## src/rtl/vidmode_gen.sv

```systemverilog
// Programmable video timing generator.
// Counts pixels and lines for a latched mode. Emits registered sync, valid and
// position outputs one cycle behind the counters. Mode inputs are sampled only
// when leaving IDLE and on the last clock of each frame, so every frame uses one
// consistent timing set.
module vidmode_gen #(
  parameter int BW = 16
) (
  input  logic          i_clk,
  input  logic          i_reset_n,
  input  logic          i_en,
  input  logic [BW-1:0] i_hm_width,
  input  logic [BW-1:0] i_hm_porch,
  input  logic [BW-1:0] i_hm_synch,
  input  logic [BW-1:0] i_hm_raw,
  input  logic [BW-1:0] i_vm_height,
  input  logic [BW-1:0] i_vm_porch,
  input  logic [BW-1:0] i_vm_synch,
  input  logic [BW-1:0] i_vm_raw,
  output logic          o_pv,
  output logic          o_hsync,
  output logic          o_vsync,
  output logic          o_newline,
  output logic          o_newframe,
  output logic [BW-1:0] o_hpos,
  output logic [BW-1:0] o_vpos,
  output logic          o_active
);

  typedef enum logic {
    IDLE = 1'b0,
    RUN  = 1'b1
  } state_t;

  localparam logic [BW-1:0] ONE = {{(BW-1){1'b0}}, 1'b1};

  state_t state, state_nxt;

  // Latched mode, held constant for a whole frame.
  logic [BW-1:0] hwidth, hporch, hsynch, hraw;
  logic [BW-1:0] vheight, vporch, vsynch, vraw;

  // Stage p0: raw position counters.
  logic [BW-1:0] hcount_p0, vcount_p0;

  // Stage p1: registered decode, drives the outputs.
  logic          pv_p1, hsync_p1, vsync_p1, newline_p1, newframe_p1, vld_p1;
  logic [BW-1:0] hpos_p1, vpos_p1;

  logic mode_ok, line_end, frame_end, load_mode, clr_cnt;

  // A timing set is usable when 0 < active <= sync start <= sync end < total.
  function automatic logic mode_valid(input logic [BW-1:0] act,
                                      input logic [BW-1:0] porch,
                                      input logic [BW-1:0] synch,
                                      input logic [BW-1:0] total);
    return (act != '0) && (act <= porch) && (porch <= synch) && (synch < total);
  endfunction

  assign mode_ok   = mode_valid(i_hm_width, i_hm_porch, i_hm_synch, i_hm_raw) &&
                     mode_valid(i_vm_height, i_vm_porch, i_vm_synch, i_vm_raw);
  assign line_end  = (hcount_p0 == hraw - ONE);
  assign frame_end = (state == RUN) && line_end && (vcount_p0 == vraw - ONE);

  // State register.
  always_ff @(posedge i_clk or negedge i_reset_n) begin
    if (!i_reset_n) state <= IDLE;
    else            state <= state_nxt;
  end

  // Next state plus mode-load and counter-clear controls.
  always_comb begin
    state_nxt = state;
    load_mode = 1'b0;
    clr_cnt   = 1'b0;
    case (state)
      IDLE: begin
        if (i_en && mode_ok) begin
          load_mode = 1'b1;
          clr_cnt   = 1'b1;
          state_nxt = RUN;
        end
      end
      RUN: begin
        if (frame_end) begin
          clr_cnt = 1'b1;
          if (i_en && mode_ok) load_mode = 1'b1;
          else                 state_nxt = IDLE;
        end
      end
      default: state_nxt = IDLE;
    endcase
  end

  // Mode latch; only updated when entering RUN or at a frame boundary.
  always_ff @(posedge i_clk or negedge i_reset_n) begin
    if (!i_reset_n) begin
      hwidth  <= '0;
      hporch  <= '0;
      hsynch  <= '0;
      hraw    <= '0;
      vheight <= '0;
      vporch  <= '0;
      vsynch  <= '0;
      vraw    <= '0;
    end else if (load_mode) begin
      hwidth  <= i_hm_width;
      hporch  <= i_hm_porch;
      hsynch  <= i_hm_synch;
      hraw    <= i_hm_raw;
      vheight <= i_vm_height;
      vporch  <= i_vm_porch;
      vsynch  <= i_vm_synch;
      vraw    <= i_vm_raw;
    end
  end

  // Pixel and line counters; the frame-end wrap is handled by the clear.
  always_ff @(posedge i_clk or negedge i_reset_n) begin
    if (!i_reset_n) begin
      hcount_p0 <= '0;
      vcount_p0 <= '0;
    end else if (clr_cnt) begin
      hcount_p0 <= '0;
      vcount_p0 <= '0;
    end else if (state == RUN) begin
      if (line_end) begin
        hcount_p0 <= '0;
        vcount_p0 <= vcount_p0 + ONE;
      end else begin
        hcount_p0 <= hcount_p0 + ONE;
      end
    end
  end

  // Registered decode of the counters; everything is forced low outside RUN.
  always_ff @(posedge i_clk or negedge i_reset_n) begin
    if (!i_reset_n) begin
      pv_p1       <= 1'b0;
      hsync_p1    <= 1'b0;
      vsync_p1    <= 1'b0;
      newline_p1  <= 1'b0;
      newframe_p1 <= 1'b0;
      vld_p1      <= 1'b0;
      hpos_p1     <= '0;
      vpos_p1     <= '0;
    end else if (state == RUN) begin
      pv_p1       <= (hcount_p0 < hwidth) && (vcount_p0 < vheight);
      hsync_p1    <= (hcount_p0 >= hporch) && (hcount_p0 < hsynch);
      vsync_p1    <= (vcount_p0 >= vporch) && (vcount_p0 < vsynch);
      newline_p1  <= (hcount_p0 == '0);
      newframe_p1 <= (hcount_p0 == '0) && (vcount_p0 == '0);
      vld_p1      <= 1'b1;
      hpos_p1     <= hcount_p0;
      vpos_p1     <= vcount_p0;
    end else begin
      pv_p1       <= 1'b0;
      hsync_p1    <= 1'b0;
      vsync_p1    <= 1'b0;
      newline_p1  <= 1'b0;
      newframe_p1 <= 1'b0;
      vld_p1      <= 1'b0;
      hpos_p1     <= '0;
      vpos_p1     <= '0;
    end
  end

  assign o_pv       = pv_p1;
  assign o_hsync    = hsync_p1;
  assign o_vsync    = vsync_p1;
  assign o_newline  = newline_p1;
  assign o_newframe = newframe_p1;
  assign o_hpos     = hpos_p1;
  assign o_vpos     = vpos_p1;
  assign o_active   = vld_p1;

endmodule

```

## config.mk

```make
export PLATFORM = sky130hd
export DESIGN_NAME = vidmode_gen
export DESIGN_NICKNAME = d
export VERILOG_FILES = /design/src/rtl/vidmode_gen.sv
export SDC_FILE = /design/constraint.sdc
export NUM_CORES = 1
export LEC_CHECK = 0
export BUFFER_PORTS_ARGS = -buffer_cell sky130_fd_sc_hd__buf_2
export CORE_ASPECT_RATIO = 0.75
export CORE_MARGIN = 3
export CORE_UTILIZATION = 45
export CTS_CLUSTER_SIZE = 40
export DETAILED_ROUTE_END_ITERATION = 10
export RECOVER_POWER = 50
export SLEW_MARGIN = 20
export SYNTH_ARGS = -nofsm -noshare
export SYNTH_HDL_FRONTEND = slang
export SYNTH_SLANG_ARGS = --single-unit
```

## constraint.sdc

```tcl
create_clock -name i_clk -period 9.66 [get_ports i_clk]
set_input_delay 1.449 -clock i_clk [delete_from_list [all_inputs] [get_ports i_clk]]
set_output_delay 1.449 -clock i_clk [all_outputs]
set_load 0.005 [all_outputs]
```

======== Word-level counts from Yosys, hierarchy flattened ========
Cells that the tools add are included.
storage, ports and cells
  register bits ........................... 199
  output and inout port bits .............. 38
  logic and storage cells ................. 80
cells by class
  add/sub/neg operators ................... 4
  order comparisons ....................... 12
  equality and inequality tests ........... 2
  muxes and demuxes ....................... 21
  bitwise logic cells ..................... 1
  reductions and logical operators ........ 21
operators by type and width
  cell                                                count
  2-to-1 mux 16 bit                                   8
  < comparator 16 bit                                 6
  <= comparator 16 bit                                4
  adder 16 x 1 -> 16 bit, second input constant       2
  equality test 16 bit                                2
  greater-or-equal comparator 16 bit                  2
  logical NOT 16 bit                                  2
  nonzero test 16 bit                                 2
  subtractor 16 x 1 -> 16 bit, second input constant  2
  logical AND 1 bit                                   14
  2-to-1 mux 1 bit                                    10
  one-hot mux 1 bit (2 select lines)                  3
  nonzero test 2 bit                                  2
  AND reduction 2 bit                                 1
  NOT 1 bit                                           1

======== Logic depth before layout (Yosys ltp) ========
  depth after elaboration ................. 10
  gate-level depth with buffers ........... 13
  mapped depth without buffers ............ 10

======== Worst setup path after synthesis ========
OpenSTA, ideal clock, no wires.
  path type ............................... input -> register
  from .................................... input port i_vm_raw[11]
  to ...................................... register vcount_p0[10]
  library setup time ...................... 0.136 ns
  arrival time ............................ 3.738 ns
  data required time ...................... 9.524 ns
  slack ................................... 5.786 ns
  stages .................................. 11
  path through ............................ inv_1 > ha_1 > and3_1 > a221oi_1 > nor2_1 > or4_1 > a211oi_1 > nand4_1 > nor2_1 > clkbuf_1 > nor3_1
between the ends
  longest elaborated chain between the ends .. 8
ends and longest elaborated chain
  element                                 line  source
  from (decl)                             19    input logic [BW-1:0] i_vm_raw,
  < comparator 16 bit (*)                 57    return (act != '0) && (act <= porch) && (porch <= synch) && (synch < total);
  logical AND 1 bit (*)                   57
  logical AND 1 bit (*)                   60    assign mode_ok = mode_valid(i_hm_width, i_hm_porch, i_hm_synch, i_hm_raw) &&
  logical AND 1 bit (*)                   78    if (i_en && mode_ok) begin
  2-to-1 mux 1 bit (*)                    78
  one-hot mux 1 bit (2 select lines) (*)  76    case (state)
  nonzero test 2 bit (no source line)     -
  AND reduction 2 bit (no source line)    -
  to (signal assigned)                    129   vcount_p0 <= vcount_p0 + ONE;
  to (decl)                               44    logic [BW-1:0] hcount_p0, vcount_p0;
Mark *: on every way between the ends. The rest lies on a longest branch, timed or not.
A chain may end at the register's enable or synchronous reset.

==> flow_metrics.env <==
export IMPL_cts_buffers=17
export IMPL_max_clock_path_buffers=2
export IMPL_peakVddDrop_mv=0.127
export IMPL_cp_end_kind="asynchronous set/reset pin"
export IMPL_postSynth_asyncResetShare=1.00
export IMPL_grt_overflow_total=0
export IMPL_die_footprint_um2=32900
export IMPL_min_period_over_period=0.552
export IMPL_cts_tree="built"
export IMPL_critPathMaxStageDelay_ps=3220
export IMPL_critical_path_reg2reg_startpoint="vraw[0]"
export IMPL_tightest_slew_ps=4670
export IMPL_numClockSinks=199
export IMPL_cts_post_setup_buffers_inserted=0
export IMPL_port_buffer_count=168
export IMPL_maxCapViolCount=3
export IMPL_report_final_hold_viol_count=0
export IMPL_cp_cell_sequence="clkbuf_1 > buf_4"
export IMPL_timing_critical_path_buf_inv=2
export IMPL_cts_htree_levels=4
export IMPL_worstHoldStart="hwidth[1]"
export IMPL_run_status="finished, violations left"
export IMPL_total_vias_in_the_final_route=10917
export IMPL_detail_route_wl_per_cell_um=20.3
export IMPL_drt_iter0_drc=788
export IMPL_top_cells_by_instance_count_after_synthesis="206 x sky130_fd_sc_hd__inv_1, 199 x sky130_fd_sc_hd__dfrtp_1, 192 x sky130_fd_sc_hd__ha_1, 64 x sky130_fd_sc_hd__mux2i_1"
export IMPL_final_max_slew_violation_count=151
export IMPL_worst_hold_path_num_cells=1
export IMPL_crit_type="in2async"
export IMPL_number_of_flops_mapped_to_enable_cells_by_yosys=0
export IMPL_synth_main_ff_cell="sky130_fd_sc_hd__dfrtp_1"
export IMPL_routed_wirelength_mm=39.6
export IMPL_yosys_warnings=0
export IMPL_postLayoutCellArea_um2=15600
export IMPL_critical_path_max_fanout=83
export IMPL_global_route_usage_met3=0.0503
export IMPL_post_cts_hold_buffer_count=0
export IMPL_design_core_area_um2=29700
export IMPL_sum_of_net_half_perimeters_after_detailed_placement_mm=30.7
export IMPL_count_of_standard_cell_rows=54
export IMPL_crit_reg2reg_capture="hraw[10]"
export IMPL_die_y_um=158
export IMPL_fp_dieW_um=208
export IMPL_io_pin_count=169
export IMPL_synth_net_count=1719
export IMPL_relSlewSlack=-2.12
export IMPL_vias_per_cell=5.60
export IMPL_critPathRequiredTime_ps=10150
export IMPL_cts_root_buffer_cell="sky130_fd_sc_hd__clkbuf_16"
export IMPL_grt_setup_unrepaired="no"
export IMPL_n_antenna_cell=0
export IMPL_final_setup_skew_ps=14.2
export IMPL_synth_avg_cell_area_um2=9.91
export IMPL_netlist_top_cells_area="sky130_fd_sc_hd__dfrtp_1 36%, sky130_fd_sc_hd__ha_1 17%, sky130_fd_sc_hd__mux2_4 6.1%, sky130_fd_sc_hd__inv_1 5.6%, sky130_fd_sc_hd__mux2i_1 4.6%"
export IMPL_synthDominantCellAreaShare=0.360
export IMPL_clock_insertion_delay_worst_skew_ps=460
export IMPL_number_of_setup_violations_in_the_final_report=0
export IMPL_worst_hold_margin_ps=512
export IMPL_globalRouteMet1Util=0.377
export IMPL_synth_area_leader_cell="sky130_fd_sc_hd__dfrtp_1"
export IMPL_cts_repair_resized=0
export IMPL_final_antenna_net_count=0
export IMPL_drt_first_pass_iters=5
export IMPL_fmaxAchievable_mhz=188
export IMPL_synth_ff_latch_count=199
export IMPL_min_delay_path_class="reg2reg"
export IMPL_failed_checks="capacitance limit, slew limit"
export IMPL_path_clk_slew_ps=80
export IMPL_setup_slack_of_the_most_critical_reg_to_reg_path_ps=4660
export IMPL_cp_start_kind="primary input"
export IMPL_yosysSeqAreaShare=0.360
export IMPL_setup_tns_ps=0
export IMPL_grt_pass1_wl_mm=61.1
export IMPL_finalWorstSetupSlack_ps=4330
export IMPL_crit_arrival_ps=5820
export IMPL_yosys_cell_count_top_type="sky130_fd_sc_hd__inv_1"
export IMPL_layout_drive_gt1_share=0.165
export IMPL_finish_net_count=1869
export IMPL_floorplan_initialDensity=0.467
export IMPL_grt_pass1_vias=10612
export IMPL_place_ws_ps=4420
export IMPL_gr_util_all_layers=0.241
export IMPL_grt_max_degree=84
export IMPL_detail_route_drc_violations=0
export IMPL_reg2reg_depth=11
export IMPL_critical_path_slowest_cell="sky130_fd_sc_hd__clkbuf_1"
export IMPL_placedInstanceArea_um2=15000
export IMPL_netlist_area_um2=13800
export IMPL_path_delay_family="buffers and inverters"
export IMPL_worstHoldEndpoint="hwidth[1]"
export IMPL_synthesis_to_finish_area_growth_pct=12.4
export IMPL_power_density_nw_per_um2=266
export IMPL_cellLeakagePower_nw=8.53
export IMPL_use_met2=0.340
export IMPL_layout_min_cycle_time_ps=5330
export IMPL_synthCells=1396
export IMPL_routabilityCongestion=0.898
export IMPL_yosys_cell_types_count=64
export IMPL_fill_cell_total_of_the_finished_layout=2743
export IMPL_grt_busiest_layer="met1"
export IMPL_grt_antenna_before_repair=1
[power breakdown]
| group | switching [W] | total, W | internal [W] | leakage (nW) |
|---|---|---|---|---|
| clock | 0.000363 | 0.000740 | 0.000378 | 0.280 |
| combinational | 0.000900 | 0.00177 | 0.000868 | 5.86 |
| sequential | 0.000438 | 0.00164 | 0.00120 | 2.39 |
| total | 0.00170 | 0.00414 | 0.00244 | 8.53 |
[final cells by class]
type | instances | area [um2] | area share
Inverter | 207 | 777 | 0.0499
Clock buffer | 19 | 453 | 0.0291
Multi-Input combinational cell | 945 | 7860 | 0.505
Timing Repair Buffer | 176 | 863 | 0.0555
Clock inverter | 13 | 134 | 0.00861
Tap cell | 392 | 490 | 0.0315
Sequential cell | 199 | 4980 | 0.320
[layer usage]
metal  vias up  routed length, um
met2       335              16400
met3        26               2540
met5         -                  0
li1       5226                  -
met1      5330              20200
met4         0                488
[through the flow]
step                std cells   util  power, W
detailed placement       1919  0.506   0.00340
finish                   1951  0.524   0.00414
global route             1951  0.524   0.00448
floorplan                1396      -   0.00281
global placement         1919  0.506   0.00335
CTS                      1951  0.526   0.00416
[flip-flops by register name (all words and copies together), names as in the netlist, 16 cells and up]
name       cells
vheight       16
hsynch        16
hcount_p0     16
hwidth        16
hraw          16
o_vpos        16
vcount_p0     16
vraw          16
hporch        16
vporch        16
o_hpos        16
vsynch        16
[placed cells by master (no fill, tap or decap), drive strengths merged, types with 16 or more instances in the layout]
| cell | n |
|---|---|
| a211oi | 16 |
| a21o | 44 |
| a21oi | 54 |
| and2 | 26 |
| buf | 150 |
| clkbuf | 45 |
| dfrtp | 199 |
| ha | 192 |
| inv | 213 |
| mux2 | 65 |
| mux2i | 64 |
| nand2 | 35 |
| nand3 | 56 |
| nand4 | 47 |
| nor2 | 45 |
| nor2b | 18 |
| nor3 | 43 |
| nor4 | 23 |
| o21ai | 33 |
| or3 | 16 |
| xnor2 | 37 |
[cells by family after synthesis]
logic type,share of synthesized area
AO/OA/AOI/OAI,0.0967
XOR/XNOR,0.0329
adder cells (fa/ha/maj),0.174
buffers and inverters,0.0727
flip-flops,0.360
multiplexers,0.114
AND/OR/NAND/NOR,0.150
[worst max path at each step]
| stage | start | end | slack (ps) | cells past startpoint |
|---|---|---|---|---|
| final | i_reset_n | hcount_p0[8] | 4330 | 2 |
| after floorplan | i_vm_raw[11] | vcount_p0[10] | 5790 | 11 |
| after global routing | i_reset_n | o_hpos[12] | 3370 | 2 |
| after CTS | vraw[0] | hraw[10] | 4750 | 11 |
| after detailed placement | i_vm_synch[14] | hraw[14] | 4420 | 12 |
| after global placement | i_vm_synch[14] | hraw[13] | 4440 | 12 |
No activity file was read; power rests on OpenSTA's default activity.
